### src/rtl/prog_loader.sv
// prog_loader: receives a length-prefixed little-endian byte stream and writes it word by word into instruction memory.
`ifndef ROM_ADDRESS_BITWIDTH
`define ROM_ADDRESS_BITWIDTH 12
`endif
`ifndef ROM_SIZE
`define ROM_SIZE 4096
`endif
module prog_loader #(
  parameter int ADDR_W    = `ROM_ADDRESS_BITWIDTH,
  parameter int MAX_WORDS = `ROM_SIZE / 4
) (
  input  logic              clk,
  input  logic              reset_n,
  input  logic [7:0]        rx_data,
  input  logic              rx_valid,
  output logic              rx_ready,
  input  logic              start,
  output logic              we,
  output logic [ADDR_W-1:0] waddr,
  output logic [31:0]       wdata,
  output logic              busy,
  output logic              done,
  output logic              error
);
  localparam int IW = $clog2(MAX_WORDS + 1);
  localparam logic [1:0] S_LEN = 2'd0, S_DATA = 2'd1, S_DONE = 2'd2, S_ERR = 2'd3;
  logic [1:0]        state_q, state_d, cnt_q, cnt_d;
  logic [23:0]       buf_q, buf_d;
  logic [31:0]       len_q, len_d, wdata_q, wdata_d, word;
  logic [IW-1:0]     idx_q, idx_d;
  logic [ADDR_W-1:0] waddr_q, waddr_d;
  logic              we_q, we_d, acc, last_byte, last_word;
  assign rx_ready  = (state_q == S_LEN) || (state_q == S_DATA);
  assign acc       = rx_valid && rx_ready;
  assign last_byte = acc && (cnt_q == 2'd3);
  // the three earlier bytes sit in buf_q, so the arriving byte completes the word
  assign word      = {rx_data, buf_q};
  assign last_word = (32'(idx_q) + 32'd1) == len_q;
  assign busy      = rx_ready;
  assign done      = state_q == S_DONE;
  assign error     = state_q == S_ERR;
  assign we        = we_q;
  assign waddr     = waddr_q;
  assign wdata     = wdata_q;
  always_comb begin
    state_d = state_q;
    cnt_d   = acc ? cnt_q + 2'd1 : cnt_q;
    buf_d   = acc ? word[31:8] : buf_q;
    len_d   = len_q;
    idx_d   = idx_q;
    we_d    = 1'b0;
    waddr_d = waddr_q;
    wdata_d = wdata_q;
    if (last_byte && state_q == S_LEN) begin
      len_d   = word;
      idx_d   = '0;
      state_d = (word == 32'd0) ? S_DONE : (word > 32'(MAX_WORDS)) ? S_ERR : S_DATA;
    end
    if (last_byte && state_q == S_DATA) begin
      we_d    = 1'b1;
      waddr_d = ADDR_W'({idx_q, 2'b00});
      wdata_d = word;
      idx_d   = idx_q + IW'(1);
      state_d = last_word ? S_DONE : S_DATA;
    end
    if (start && !rx_ready) begin
      state_d = S_LEN;
      cnt_d   = '0;
      idx_d   = '0;
      len_d   = '0;
    end
  end
  always_ff @(posedge clk) begin
    if (!reset_n) begin
      state_q <= S_LEN;
      cnt_q   <= '0;
      buf_q   <= '0;
      len_q   <= '0;
      idx_q   <= '0;
      we_q    <= 1'b0;
      waddr_q <= '0;
      wdata_q <= '0;
    end else begin
      state_q <= state_d;
      cnt_q   <= cnt_d;
      buf_q   <= buf_d;
      len_q   <= len_d;
      idx_q   <= idx_d;
      we_q    <= we_d;
      waddr_q <= waddr_d;
      wdata_q <= wdata_d;
    end
  end
endmodule

### config.mk
export PLATFORM = sky130hd
export DESIGN_NAME = prog_loader
export DESIGN_NICKNAME = d
export VERILOG_FILES = /design/src/rtl/prog_loader.sv
export SDC_FILE = /design/constraint.sdc
export NUM_CORES = 1
export LEC_CHECK = 0
export ABC_AREA = 1
export BUFFER_PORTS_ARGS = -buffer_cell sky130_fd_sc_hd__clkbuf_2
export CAP_MARGIN = 20
export CORE_ASPECT_RATIO = 1.5
export CORE_MARGIN = 8
export CORE_UTILIZATION = 30
export DETAILED_ROUTE_END_ITERATION = 7
export PLACE_DENSITY = 0.56
export SYNTH_ARGS = -nofsm -noshare
export SYNTH_HDL_FRONTEND = slang
export SYNTH_SLANG_ARGS = --single-unit
### constraint.sdc
create_clock -name clk -period 2.4 [get_ports clk]
set_clock_uncertainty 0.15 [all_clocks]
set_input_delay 0 -clock clk [delete_from_list [all_inputs] [get_ports clk]]
set_output_delay 0 -clock clk [all_outputs]
set_load 0.05 [all_outputs]
==> impl_metrics.ini <==
[clocking]
worstSkewPairLatency_ns = 0.41
clockBufferDepth = 2
clk_pin_slew_ns = 0.05
cts_buffers = 17
htreeDepth = 4
cts_tree = built
cts.sinks = 114
clockRootBuffer = clkbuf_16
cts_resized = 0

[critical_path]
r2r_start = idx_q[0]$_SDFFE_PP0P_
crit_type = flip-flop to flip-flop
critPathMostFrequentCell = nand2_1
reg2reg_depth = 12
rr_endpoint = state_q[0]$_SDFFE_PP0P_
crit_buf_inv = 0
cp_max_fo = 6
cp_data_required_time_ns = 2.55
r2r_slack_ns = 0.35
slowest_delay_ns = 0.44
startpoint_type = flip-flop
endpoint_kind = flip-flop
cp_cell_sequence = ha_1, nand3_4, nor2_4, nand2_1, nand2_1, nand2_1, nand2_1, nand2_1, nor2_2, nand3_2, nand2_1, nor2_1
cp.arrival_ns = 2.20
worst_path_max_delay_cell = dfxtp_1
crit_family = simple AND/OR/NAND/NOR gates

[synthesis]
synth_area_sq_um = 4680
synth_seq_cells = 114
synth_edf_count = 0
synth.top_cell.area_share_pct = 48.7
yosysMostFrequentCell = nor2_1
yosysUniqueCellTypes = 30
synth.area.top_cells = dfxtp_1, nor2_1, o21ai_0, nand2_1, a21oi_1
yosys.area.top_type = dfxtp_1
netlist_top_cells_count = nor2_1, dfxtp_1, o21ai_0
syn_inst = 637
yosysSeqAreaShare_pct = 48.7
ys_warn_count = 0
synthArstFlopShare_pct = 0
avgSynthCellArea_sq_um = 7.35
dominantRegCellSynth = dfxtp_1

[pwr]
power_w = 0.00468
powerDensity_nw_per_um2 = 807
power_leakage_nw = 2.53
vdd_drop_max_uv = 374

[floorplanning]
core_area_sq_um = 15500
num_rows = 56
ios = 61
die_w_um = 118
die_area_sq_um = 19900
initial_utilization_pct = 30.2
die_h_um = 169

[drt]
wire_per_inst_um = 14.1
first_pass_iters = 4
via_per_inst = 4.50
drc = 0
vias = 4106
drt_iter0_markers = 207
postRouteAntennaNets = 0
routed_wl_um = 12900

[min_path]
hold_path_end = state_q[0]$_SDFFE_PP0P_
hp-class = input port to flip-flop
min_from = start
hold_depth = 5

[global_routing]
grt_most_used_layer = met2
grtUsageMet3_pct = 3.53
grt_overflow = 0
antenna_found_initial = 0
grt_pass1_wl_um = 21000
grt_pass1_vias = 3994
grt_max_degree = 67
grt_util_all_layers_pct = 13.3
met2_usage_pct = 23.6
use_met1_pct = 14.6

[cells_and_area]
final_cells = 912
fin_nets = 710
syn2layout_area_growth_pct = 23.8
final_util_pct = 37.5
insertedDiodeCount = 0
drive_gt1_share_pct = 17.3

[sta]
fin_setup_tns_ns = 0
worstMarginPinSlew_ns = 0.919
fmax_ghz = 0.489
finalHoldViolCount = 0
maxSlewHeadroom_pct = 38.7
setup_ws_ns = 0.353
fin_crit_sh_pct = 85.3
rsz0062_at_grt = no
final_max_slew_viol_count = 0
finalCriticalPeriod_ns = 2.05
setup_viol = 0

[status]
status = complete, no violations

[run]
cap_violations = 0

[placed_design]
gp_congestion = 0.793
post-place-ws_ns = 0.359
dp_cells = 871
dp_hpwl_um = 8920
numPortBuffers = 58
==> per-layer routing <==
layer / vias to the layer above / part of all wire (%)
met4: 0 / 2.0
met1: 1837 / 42
met3: 15 / 4.3
met2: 91 / 51
met5: - / 0
li1: 2163 / -
==> worst max-delay path by stage <==
stage	start	end	cells past startpoint
6_report	idx_q[0]$_SDFFE_PP0P_	state_q[0]$_SDFFE_PP0P_	12
4_1_cts	idx_q[0]$_SDFFE_PP0P_	state_q[0]$_SDFFE_PP0P_	12
2_1_floorplan	idx_q[0]$_SDFFE_PP0P_	state_q[0]$_SDFFE_PP0P_	12
3_5_place_dp	idx_q[0]$_SDFFE_PP0P_	state_q[0]$_SDFFE_PP0P_	12
3_3_place_gp	idx_q[0]$_SDFFE_PP0P_	state_q[0]$_SDFFE_PP0P_	12
5_1_grt	idx_q[0]$_SDFFE_PP0P_	state_q[0]$_SDFFE_PP0P_	12
==> power by group <==
group,switching (W),internal (W),total (W),leakage [nW]
Sequential,0.0000496,0.00195,0.00200,0.925
Clock,0.000876,0.00156,0.00243,0.278
Combinational,0.000170,0.0000840,0.000254,1.32
==> worst register-to-register path: stages, from the launching register on <==
cell     delay (ns)
dfxtp_1        0.44
ha_1           0.30
nand3_4        0.17
nor2_4         0.17
nand2_1        0.06
nand2_1        0.08
nand2_1        0.07
nand2_1        0.06
nand2_1        0.08
nor2_2         0.16
nand3_2        0.10
nand2_1        0.07
nor2_1         0.04
==> logic make-up after synthesis <==
| family | after synthesis | synth area share, % |
|---|---|---|
| AO/OA/AOI/OAI | 162 | 17.6 |
| AND/OR/NAND/NOR | 264 | 23.7 |
| adder cells (fa/ha/maj) | 2 | 0.534 |
| XOR/XNOR | 7 | 1.63 |
| flip-flops | 114 | 48.7 |
| other | 1 | 0.0801 |
| buffers and inverters | 87 | 7.75 |
==> repair_timing <==
action | 4_1_cts | 5_1_grt
endpoints found under the hold margin | 25 | 0
buffers inserted | 0 | 0
hold buffers | 9 | 0
==> area by class of cell <==
| type | instances | area (sq um) |
|---|---|---|
| inverters | 49 | 184 |
| multi-input cells | 437 | 2050 |
| clock inverters | 8 | 76.3 |
| well taps | 203 | 254 |
| flip-flops and latches | 114 | 2280 |
| repair buffers | 77 | 455 |
| clock buffers | 24 | 502 |
| fillers | 1609 | 9690 |
==> cell usage in the layout, fill, tap and decap left out, types with 9 or more instances in the layout <==
cell | synthesis | layout
nand3_1 | 14 | 14
buf_4 | 6 | 10
nor2_1 | 144 | 144
a21oi_1 | 57 | 56
dfxtp_1 | 114 | 114
inv_1 | 46 | 46
o21ai_0 | 99 | 99
clkbuf_2 | 0 | 58
clkbuf_16 | 0 | 17
nand2_1 | 79 | 79
dlygate4sd3_1 | 0 | 9
==> registers in the layout, summed over array words and instances (netlist names) <==
| signal | cells |
|---|---|
| len_q | 32 |
| cnt_q | 2 |
| idx_q | 11 |
| we | 1 |
| state_q | 2 |
| wdata | 32 |
| buf_q | 24 |
| waddr | 10 |
==> metrics by stage <==
stage                     cell area, sq um  hold WS, ns
after global routing                  5800       0.0441
after CTS                             5800      0.00172
after global placement                5130        0.149
after floorplan                       4690      -0.0151
after detailed placement              5130        0.150
final                                 5800       0.0226
Power figures use the tool's default switching activity.
